`src/rtl/bus_arbiter_pkg.sv`:
```
// Shared types and widths for the round-robin Wishbone bus arbiter.
package bus_arb_pkg;

    typedef enum logic [1:0] {
        ARB_IDLE  = 2'd0,
        ARB_GRANT = 2'd1,
        ARB_ABORT = 2'd2
    } arb_state_t;

    localparam int WDOG_W        = 10;
    localparam int BUS_ADDRWIDTH = 30;
    localparam int BUS_DATAWIDTH = 32;
    localparam int BUS_SELWIDTH  = 4;

endpackage

```
`src/rtl/bus_arbiter_if.sv`:
```
// Master-side and shared slave-side Wishbone signals seen by the arbiter.
interface bus_arbiter_if
    import bus_arb_pkg::*;
#(
    parameter int NMASTERS = 2
);
    logic [NMASTERS-1:0]               m_cyc;
    logic [NMASTERS-1:0]               m_stb;
    logic [NMASTERS-1:0]               m_we;
    logic [NMASTERS*BUS_ADDRWIDTH-1:0] m_addr;
    logic [NMASTERS*BUS_DATAWIDTH-1:0] m_data_m2s;
    logic [NMASTERS*BUS_SELWIDTH-1:0]  m_sel;
    logic [BUS_DATAWIDTH-1:0]          m_data_s2m;
    logic [NMASTERS-1:0]               m_ack;
    logic [NMASTERS-1:0]               m_err;
    logic [NMASTERS-1:0]               m_stall;

    logic                              s_cyc;
    logic                              s_stb;
    logic                              s_we;
    logic [BUS_ADDRWIDTH-1:0]          s_addr;
    logic [BUS_DATAWIDTH-1:0]          s_data_m2s;
    logic [BUS_SELWIDTH-1:0]           s_sel;
    logic [BUS_DATAWIDTH-1:0]          s_data_s2m;
    logic                              s_ack;
    logic                              s_err;
    logic                              s_stall;

    logic [NMASTERS-1:0]               grant;

    modport arb (
        input  m_cyc, m_stb, m_we, m_addr, m_data_m2s, m_sel,
        output m_data_s2m, m_ack, m_err, m_stall,
        output s_cyc, s_stb, s_we, s_addr, s_data_m2s, s_sel,
        input  s_data_s2m, s_ack, s_err, s_stall,
        output grant
    );

    modport master (
        output m_cyc, m_stb, m_we, m_addr, m_data_m2s, m_sel,
        input  m_data_s2m, m_ack, m_err, m_stall, grant
    );

    modport slave (
        input  s_cyc, s_stb, s_we, s_addr, s_data_m2s, s_sel,
        output s_data_s2m, s_ack, s_err, s_stall
    );

endinterface

```
`src/rtl/bus_arbiter_rr_pick.sv`:
```
// Combinational round-robin picker: first requester after the last owner,
// so the last owner itself is checked last.
module bus_rr_pick #(
    parameter int N = 2
) (
    input  logic [N-1:0] req,
    input  logic [1:0]   last,
    output logic [N-1:0] pick,
    output logic         valid
);

    logic found;

    always_comb begin
        pick  = '0;
        found = 1'b0;
        for (int k = 1; k <= N; k++) begin
            for (int i = 0; i < N; i++) begin
                if (!found && req[i] && (i == ((int'(last) + k) % N))) begin
                    pick[i] = 1'b1;
                    found   = 1'b1;
                end
            end
        end
    end

    assign valid = |req;

endmodule

```
`src/rtl/bus_arbiter.sv`:
```
// Round-robin arbiter muxing NMASTERS Wishbone masters onto one pipelined
// slave port, with outstanding-transfer tracking and a hung-cycle watchdog.
//   state     | meaning
//   ARB_IDLE  | no owner, all masters stalled
//   ARB_GRANT | owner drives the shared bus
//   ARB_ABORT | bus dropped after timeout, waiting for owner to drop cyc
module bus_arbiter
    import bus_arb_pkg::*;
#(
    parameter int NMASTERS        = 2,
    parameter int TIMEOUT         = 255,
    parameter int MAX_OUTSTANDING = 7
) (
    input  logic          clk,
    input  logic          rst,
    bus_arbiter_if.arb    bus
);

    localparam logic [2:0]        MAX_OUT = 3'(MAX_OUTSTANDING);
    localparam logic [WDOG_W-1:0] TMO     = WDOG_W'(TIMEOUT);

    arb_state_t          state_q, state_d;
    logic [NMASTERS-1:0] grant_q, grant_d;
    logic [1:0]          last_q, last_d;
    logic [2:0]          out_q, out_d;
    logic [WDOG_W-1:0]   wdog_q, wdog_d;

    logic [NMASTERS-1:0] pick;
    logic                pick_valid;
    logic [1:0]          pick_idx;
    logic                own_cyc, own_stb, full, stb_ok, timeout, inc, dec;

    bus_rr_pick #(.N(NMASTERS)) u_pick (
        .req   (bus.m_cyc),
        .last  (last_q),
        .pick  (pick),
        .valid (pick_valid)
    );

    always_comb begin
        pick_idx = '0;
        for (int i = 0; i < NMASTERS; i++) begin
            if (pick[i]) pick_idx = 2'(i);
        end
    end

    assign own_cyc = |(bus.m_cyc & grant_q);
    assign own_stb = |(bus.m_stb & grant_q);
    assign full    = (out_q == MAX_OUT);
    assign stb_ok  = (state_q == ARB_GRANT) && own_stb && !full;
    assign timeout = (state_q == ARB_GRANT) && own_cyc && (wdog_q >= TMO);
    assign inc     = stb_ok && !bus.s_stall;
    assign dec     = bus.s_ack || bus.s_err;

    // Shared-bus mux and per-master responses; combinational through grant_q.
    always_comb begin
        bus.s_cyc      = 1'b0;
        bus.s_stb      = 1'b0;
        bus.s_we       = 1'b0;
        bus.s_addr     = '0;
        bus.s_data_m2s = '0;
        bus.s_sel      = '0;
        bus.m_ack      = '0;
        bus.m_err      = '0;
        bus.m_stall    = '1;
        if (state_q == ARB_GRANT) begin
            bus.s_cyc = own_cyc;
            bus.s_stb = stb_ok;
            bus.s_we  = |(bus.m_we & grant_q);
            for (int i = 0; i < NMASTERS; i++) begin
                if (grant_q[i]) begin
                    bus.s_addr     = bus.m_addr[i*BUS_ADDRWIDTH +: BUS_ADDRWIDTH];
                    bus.s_data_m2s = bus.m_data_m2s[i*BUS_DATAWIDTH +: BUS_DATAWIDTH];
                    bus.s_sel      = bus.m_sel[i*BUS_SELWIDTH +: BUS_SELWIDTH];
                end
            end
            bus.m_ack   = grant_q & {NMASTERS{bus.s_ack}};
            bus.m_err   = grant_q & {NMASTERS{bus.s_err | timeout}};
            bus.m_stall = ~grant_q | (grant_q & {NMASTERS{bus.s_stall | full}});
        end
        bus.m_data_s2m = bus.s_data_s2m;
        bus.grant      = grant_q;
    end

    always_comb begin
        state_d = state_q;
        grant_d = grant_q;
        last_d  = last_q;
        out_d   = out_q;
        wdog_d  = wdog_q;
        case (state_q)
            ARB_IDLE: begin
                out_d  = '0;
                wdog_d = '0;
                if (pick_valid) begin
                    grant_d = pick;
                    last_d  = pick_idx;
                    state_d = ARB_GRANT;
                end
            end
            ARB_GRANT: begin
                if (!own_cyc) begin
                    // Release: hand over in the same cycle, old owner ranked last.
                    out_d  = '0;
                    wdog_d = '0;
                    if (pick_valid) begin
                        grant_d = pick;
                        last_d  = pick_idx;
                    end else begin
                        grant_d = '0;
                        state_d = ARB_IDLE;
                    end
                end else if (timeout) begin
                    wdog_d  = '0;
                    state_d = ARB_ABORT;
                end else begin
                    if (inc && !dec)                     out_d = out_q + 3'd1;
                    else if (dec && !inc && out_q != '0) out_d = out_q - 3'd1;
                    if (dec || (out_q == '0 && !(stb_ok && bus.s_stall)))
                        wdog_d = '0;
                    else
                        wdog_d = wdog_q + WDOG_W'(1);
                end
            end
            ARB_ABORT: begin
                wdog_d = '0;
                if (!own_cyc) begin
                    out_d   = '0;
                    grant_d = '0;
                    state_d = ARB_IDLE;
                end
            end
            default: begin
                grant_d = '0;
                state_d = ARB_IDLE;
            end
        endcase
    end

    always_ff @(posedge clk) begin
        if (rst) begin
            state_q <= ARB_IDLE;
            grant_q <= '0;
            last_q  <= 2'(NMASTERS - 1);
            out_q   <= '0;
            wdog_q  <= '0;
        end else begin
            state_q <= state_d;
            grant_q <= grant_d;
            last_q  <= last_d;
            out_q   <= out_d;
            wdog_q  <= wdog_d;
        end
    end

endmodule

```
`src/flat_wrapper.sv`:
```
// flat-port wrapper written by rule: the top's interface ports become plain ports
module bus_arbiter_flat import bus_arb_pkg::*;
#(
    parameter int NMASTERS        = 2,
    parameter int TIMEOUT         = 255,
    parameter int MAX_OUTSTANDING = 7
)
  (clk, rst, bus_m_cyc, bus_m_stb, bus_m_we, bus_m_addr, bus_m_data_m2s, bus_m_sel, bus_m_data_s2m, bus_m_ack, bus_m_err, bus_m_stall, bus_s_cyc, bus_s_stb, bus_s_we, bus_s_addr, bus_s_data_m2s, bus_s_sel, bus_s_data_s2m, bus_s_ack, bus_s_err, bus_s_stall, bus_grant);
  bus_arbiter_if #(.NMASTERS(NMASTERS)) bus_i ();
  input  logic clk;
  input  logic rst;
  input wire logic [$bits(bus_i.m_cyc)-1:0] bus_m_cyc;
  input wire logic [$bits(bus_i.m_stb)-1:0] bus_m_stb;
  input wire logic [$bits(bus_i.m_we)-1:0] bus_m_we;
  input wire logic [$bits(bus_i.m_addr)-1:0] bus_m_addr;
  input wire logic [$bits(bus_i.m_data_m2s)-1:0] bus_m_data_m2s;
  input wire logic [$bits(bus_i.m_sel)-1:0] bus_m_sel;
  output wire logic [$bits(bus_i.m_data_s2m)-1:0] bus_m_data_s2m;
  output wire logic [$bits(bus_i.m_ack)-1:0] bus_m_ack;
  output wire logic [$bits(bus_i.m_err)-1:0] bus_m_err;
  output wire logic [$bits(bus_i.m_stall)-1:0] bus_m_stall;
  output wire logic [$bits(bus_i.s_cyc)-1:0] bus_s_cyc;
  output wire logic [$bits(bus_i.s_stb)-1:0] bus_s_stb;
  output wire logic [$bits(bus_i.s_we)-1:0] bus_s_we;
  output wire logic [$bits(bus_i.s_addr)-1:0] bus_s_addr;
  output wire logic [$bits(bus_i.s_data_m2s)-1:0] bus_s_data_m2s;
  output wire logic [$bits(bus_i.s_sel)-1:0] bus_s_sel;
  input wire logic [$bits(bus_i.s_data_s2m)-1:0] bus_s_data_s2m;
  input wire logic [$bits(bus_i.s_ack)-1:0] bus_s_ack;
  input wire logic [$bits(bus_i.s_err)-1:0] bus_s_err;
  input wire logic [$bits(bus_i.s_stall)-1:0] bus_s_stall;
  output wire logic [$bits(bus_i.grant)-1:0] bus_grant;
  assign bus_i.m_cyc = bus_m_cyc;
  assign bus_i.m_stb = bus_m_stb;
  assign bus_i.m_we = bus_m_we;
  assign bus_i.m_addr = bus_m_addr;
  assign bus_i.m_data_m2s = bus_m_data_m2s;
  assign bus_i.m_sel = bus_m_sel;
  assign bus_m_data_s2m = bus_i.m_data_s2m;
  assign bus_m_ack = bus_i.m_ack;
  assign bus_m_err = bus_i.m_err;
  assign bus_m_stall = bus_i.m_stall;
  assign bus_s_cyc = bus_i.s_cyc;
  assign bus_s_stb = bus_i.s_stb;
  assign bus_s_we = bus_i.s_we;
  assign bus_s_addr = bus_i.s_addr;
  assign bus_s_data_m2s = bus_i.s_data_m2s;
  assign bus_s_sel = bus_i.s_sel;
  assign bus_i.s_data_s2m = bus_s_data_s2m;
  assign bus_i.s_ack = bus_s_ack;
  assign bus_i.s_err = bus_s_err;
  assign bus_i.s_stall = bus_s_stall;
  assign bus_grant = bus_i.grant;
  bus_arbiter #(.NMASTERS(NMASTERS), .TIMEOUT(TIMEOUT), .MAX_OUTSTANDING(MAX_OUTSTANDING)) u_core (.clk(clk), .rst(rst), .bus(bus_i));
endmodule
```
`config.mk`:
```
export PLATFORM = sky130hd
export DESIGN_NAME = bus_arbiter_flat
export DESIGN_NICKNAME = d
export VERILOG_FILES = /design/src/rtl/bus_arbiter_pkg.sv /design/src/rtl/bus_arbiter_if.sv /design/src/rtl/bus_arbiter_rr_pick.sv /design/src/rtl/bus_arbiter.sv /design/src/flat_wrapper.sv
export SDC_FILE = /design/constraint.sdc
export NUM_CORES = 1
export LEC_CHECK = 0
export CORE_AREA = 5 5 107 109
export CTS_CLUSTER_SIZE = 30
export DETAILED_ROUTE_END_ITERATION = 16
export DIE_AREA = 0 0 112 114
export GPL_ROUTABILITY_DRIVEN = 1
export PLACE_DENSITY = 0.67
export SLEW_MARGIN = 0
export SYNTH_ARGS = -nofsm -noshare
export SYNTH_HDL_FRONTEND = slang
export SYNTH_SLANG_ARGS = --single-unit
```
`constraint.sdc`:
```
create_clock -name clk -period 2.5 [get_ports clk]
set_clock_uncertainty 0.2 [all_clocks]
set_input_delay 0.5 -clock clk [delete_from_list [all_inputs] [get_ports clk]]
set_output_delay 0.5 -clock clk [all_outputs]
set_load 0.02 [all_outputs]
```
Word-level counts from Yosys, hierarchy flattened --
Index checks and enable logic that the tools add are counted. W data, S select, Z words.
Storage, ports and cells: register bits after elaboration 19, input bits 175, output and inout bits 109, logic and storage cells 124
Operators by class: $add $sub $neg 5, order comparisons 1, equality and inequality tests 12, multiplexer cells 45, bitwise operators 12, reductions and logical operators 44
Operators with widths (number):
- $mux W32 | 3
- $mux W30 | 3
- $logic_not A32 Y1 | 2
- $mux W10 | 3
- $mux W2 | 13
- $pmux W10 S2 | 1
- $logic_and A1 B1 Y1 | 17
- $mux W3 | 5
- $and A2 B2 Y2 | 6
- $mux W4 | 3
- $pmux W2 S3 | 2
- $add A10 B1 Y10 const B | 1
- $ge A10 B8 Y1 const B | 1
- $mux W1 | 10
- $reduce_or A2 Y1 | 5
- $ne A3 B3 Y1 const B | 3
- $pmux W3 S3 | 1
- $logic_not A1 Y1 | 8
- $reduce_and A4 Y1 | 2
- $reduce_bool A3 Y1 | 2
- $eq A2 B2 Y1 const A | 2
- $ne A2 B2 Y1 const B | 2
- $ne A4 B4 Y1 const B | 1
- $pmux W2 S2 | 1
- 17 further kinds | 22

Longest topological paths before layout --
Gate-level depths: netlist (run 1).
depth in word-level cells 21, mapped depth 9, gate-level depth less buffers 8

Hierarchy --
A second synthesis (run 1) with hierarchy kept.
Unflattened totals: cell total of the unflattened synthesis 245, area total of the unflattened synthesis 2049.5 um^2
By module, submodules not included:
- bus_arbiter | times used 1, cells each 241, area an instance 2024.4 um^2, sequential area each 360.3 um^2
- bus_rr_pick | times used 1, cells each 4, area an instance 25.0 um^2, sequential area each 0.0 um^2

Least setup slack after synthesis (run 1) --
Ideal clock, no wire load.
kind reg2out, start point register u_core.state_q[0], end point output port bus_m_err[1], arrival time 1838 ps, required time 1800 ps, slack -38 ps, cell stages (with the launch flop) 7, buffers on the path 3, path through dfxtp_1 -> nor2b_1 -> and2_1 -> clkbuf_1 -> buf_2 -> buf_2 -> nor2b_1
Between the ends: cells in the longest elaborated chain, start to end 6
Ends and longest elaborated chain:
- from (decl) | RTL line bus_arbiter.sv:22 | arb_state_t state_q, state_d;
- from (signal assigned) | RTL line bus_arbiter.sv:148 | state_q <= state_d;
- $eq A2 B1 Y1 * | RTL line bus_arbiter.sv:51, bus_arbiter.sv:66
- $logic_and A1 B1 Y1 (2 in series) | RTL line bus_arbiter.sv:51 | assign timeout = (state_q == ARB_GRANT) && own_cyc && (wdog_q >= TMO);
- $or A1 B1 Y1 | RTL line bus_arbiter.sv:78 | bus.m_err = grant_q & {NMASTERS{bus.s_err | timeout}};
- $and A2 B2 Y2 | RTL line bus_arbiter.sv:78
- $mux W2 * | RTL line bus_arbiter.sv:66 | if (state_q == ARB_GRANT) begin
- to (decl) | RTL line flat_wrapper.sv:20 | output wire logic [$bits(bus_i.m_err)-1:0] bus_m_err;
Every way passes the cells marked *; elsewhere a longest branch is shown, timed or not.

Worst setup path after layout (run 1) --
start point register u_core.state_q[0], end point output port bus_s_sel[1]
Between the ends: cells in the longest elaborated chain, start to end 2
Ends and longest elaborated chain:
- $eq A2 B1 Y1 | RTL line bus_arbiter.sv:66
- $mux W4 | RTL line bus_arbiter.sv:66
- to (decl) | RTL line flat_wrapper.sv:27 | output wire logic [$bits(bus_i.s_sel)-1:0] bus_s_sel;
Every way passes these cells.

==> key figures, run 1 <==
STA
  – Setup slack after layout: 61.2 ps
  – Hold Violations, Final: 0
  – RSZ-0062 raised after global routing: yes
  – Period minus WS final: 2440 ps
  – Final Cycle Share: 0.976
  – Slew headroom: 0.683
  – Highest Clock Rate: just over 400 MHz
  – Worst hold margin: about 260 ps
  – Final number of setup-violating endpoints: 0
  – Slew Limit Fails: 0
  – Worst-margin pin slew: 472 ps

Power
  – LEAKAGE: 1.80 nW
  – PwrDens: 245 nW/um^2
  – Worst-case vdd ir drop: 153 uV
  – Pwr Total: 1.10 mW

Job
  – Max Cap Viol: 0

GRT
  – Vias in the first global route: 2897
  – GR Util All Layers: 0.162
  – First-pass GRT wire length: 16.3 mm
  – Largest net degree at the start of global routing: just under 50
  – Antenna violations before repair: 1
  – Global route overflow: 0

Drt
  – DRC viols: 0
  – Wire length on met3: 916 um
  – Drt wl/cell: 19.6 um
  – DR vias/cell: 4.64
  – Final wirelength: between 10 and 15 mm
  – Uppermost layer routed: met4
  – Met2 WL post-DR: roughly 5.5 mm
  – Drt pass-1 iters: 5
  – Vias: 2698
  – Post-route ant nets: 0
  – WL met1: 4.72 mm
  – Iteration-0 DRC Markers: 81

Place
  – DP Cell Count: 571
  – DP Worst Slack: -299 ps
  – Post-DP HPWL: 9.29 mm
  – GPL Wtd Cong: 0.837
  – IO buf count: about 220

Setup path
  – Family with the most delay on the worst path: buffers and inverters
  – CP startpoint kind: register
  – Critical path class: register to output pin
  – Worst path max stage delay: 330 ps
  – WP data required: 1800 ps
  – Crit Path Max Fanout: 16
  – Worst flop-to-flop path endpoint: u_core.wdog_q[5]
  – WP buf/inv: 2
  – Register-to-Register Setup Slack: 160 ps
  – CP arrival: 1740 ps
  – Setup crit end kind: output pin
  – Worst r2r src: u_core.wdog_q[0]
  – Ordered list of cells on the worst path: nor2b_4 > nand2_2 > nor2_4 > bufbuf_16 > a22o_1 > clkdlybuf4s15_2
  – Worst Reg-to-Reg Cells: 8
  – Slowest library cell on the worst path: dfxtp_2

Clocking
  – # hold bufs at CTS: 0
  – H-tree depth: 1
  – CTS buffer count: 3
  – Clk_lat worst skew: 250 ps
  – CTS Root Cell: clkbuf_8
  – Clock Path Buffers: 2
  – Clock Sinks: 18
  – Clock transition at path regs: 70 ps
  – CTS tree: yes

Logic synthesis
  – Multiplexer share of the synthesized area: 0.0117
  – Synth Area in Compound Gates: 0.439
  – Most common library cells after synthesis: a22o_1 (69), buf_4 (32), dfxtp_1 (18)
  – Most common cell in the netlist: a22o_1
  – Register area share after synthesis: 0.188
  – Post-synth net total: roughly 410
  – Post-synth top area share: 0.315
  – Synth unique cells: just over 40
  – Post-synthesis average cell area: 8.20 sq um
  – Synthesized cell area: 1920 sq um
  – Leading area contributor after synthesis: a22o_1
  – Post-Synth Adder-Cell Area: 0.0169
  – Cells after Synth: 234
  – Number of enable flip-flop cells after synthesis: 0
  – #FFs+latches synth: 18
  – Yosys warning total: 0
  – Area share of and/or/nand/nor cells after synthesis: 0.152
  – Xor-xnor portion of the synthesized cell area: 0.00913
  – Main combinational cell family by area after synthesis: compound AO/OA/AOI/OAI gates
  – Synth area leaders: a22o_1 (31%), dfxtp_1 (19%), buf_4 (13%)
  – Predominant post-synthesis flop cell: dfxtp_1
  – Asr flop ratio synth: 0

Floorplanning
  – Core ar.: ~11000 sq um
  – DIE WIDTH: 112 um
  – Initial Utilization: 0.183
  – I/O Pins: 284
  – Die ar.: 12800 sq um
  – Die H: 114 um
  – Row count: 38

Min path
  – Hold EP: u_core.wdog_q[8]
  – Hold Crit Start: u_core.wdog_q[8]
  – Hold WC Path Type: register to register
  – Hold Crit Depth: 1

Finish
  – Final Util: 0.427
  – Layout cells sized above 1: 0.275
  – Final net count: 618
  – Layout area overhead: 134%
  – Register area: 364 sq um
  – # fillers: ~1100
  – Final cell count without fillers: 581
  – Area of the multi-input gates: around 1300 sq um

Run status
  – Status: completed
[power by group]
part           switching, mW  internal [mW]
clock                 0.0966          0.140
sequential           0.00612          0.293
combinational          0.219          0.345
total                  0.322          0.778
[logic make-up (layout without fill, tap and decap cells)]
kind of cell / after synthesis / after routing
mux: 2 / 2
compound gates: 100 / 100
xor+xnor: 2 / 2
simple gates: 55 / 55
fa+ha+maj: 2 / 2
other cells: 0 / 1
flops: 18 / 18
buf+inv: 55 / 261
[cells in the final DEF, fill, tap and decap left out, types with 5 or more instances in the layout]
cell type          n
a22o_1            66
dfxtp_1           15
buf_4             34
nand2_1           10
clkdlybuf4s15_2   38
dlygate4sd2_1     12
a31oi_1            7
a21oi_1            7
and3_1             5
clkdlybuf4s50_1  141
nand3_1            6
clkdlybuf4s15_1    9
nor2_1            10
[cell type report]
cell class                      count  share of cell area
Timing Repair Buffer              253               0.570
Multi-Input combinational cell    161               0.294
Sequential cell                    18              0.0812
Tap cell                          140              0.0391
Clock buffer                        4              0.0123
Inverter                            4             0.00335
Antenna cell                        1            0.000558
[stage by stage]
stage,setup TNS (ps),instance area (sq um)
after floorplan,0,1920
after global placement,-7570,4200
after detailed placement,-7850,4200
after CTS,-2.74,4420
after global routing,-980,4480
final,0,4480
[registers in the layout, indices dropped and copies added, names as in the netlist]
signal and flops:
u_core.wdog_q 10, u_core.out_q 3, u_core.bus.grant 2, u_core.last_q 1, u_core.state_q 2
[how the worst max path moves through the flow]
| stage | startpoint | to | slack (ps) | depth (start not counted) |
|---|---|---|---|---|
| floorplan | u_core.state_q[0] | bus_m_err[1] | 50 | 6 |
| global placement | bus_m_stb[0] | u_core.out_q[2] | -250 | 9 |
| detailed placement | bus_m_cyc[0] | u_core.wdog_q[5] | -300 | 8 |
| CTS | u_core.state_q[0] | bus_s_sel[1] | -2 | 6 |
| global route | u_core.state_q[0] | bus_s_data_m2s[27] | -60 | 6 |
| finish | u_core.state_q[0] | bus_s_sel[1] | 60 | 6 |
[per-layer routing]
layer | track usage | vias to the layer above
met5 | 0 | -
met3 | 0.0562 | 21
met4 | 0.0393 | 0
met1 | 0.198 | 1245
met2 | 0.276 | 144
li1 | - | 1288
[timing repair]
item | CTS | global route
pin swaps | 2 | 7
gates resized for setup | 162 | 31
setup endpoints to repair | 74 | 60
setup buffers | 2 | 2
gates cloned | 3 | 0
No activity file was read; power rests on OpenSTA's default activity.
==> run 2: changes to the inputs <==
--- a/config.mk
+++ b/config.mk
@@ -6,6 +6,7 @@
 export NUM_CORES = 1
 export LEC_CHECK = 0
 export CORE_AREA = 5 5 107 109
+export CTS_CLUSTER_DIAMETER = 80
 export CTS_CLUSTER_SIZE = 30
 export DETAILED_ROUTE_END_ITERATION = 16
 export DIE_AREA = 0 0 112 114
==> results of run 2 <==
Final layout, timing and power as in run 1 (identical DEF).
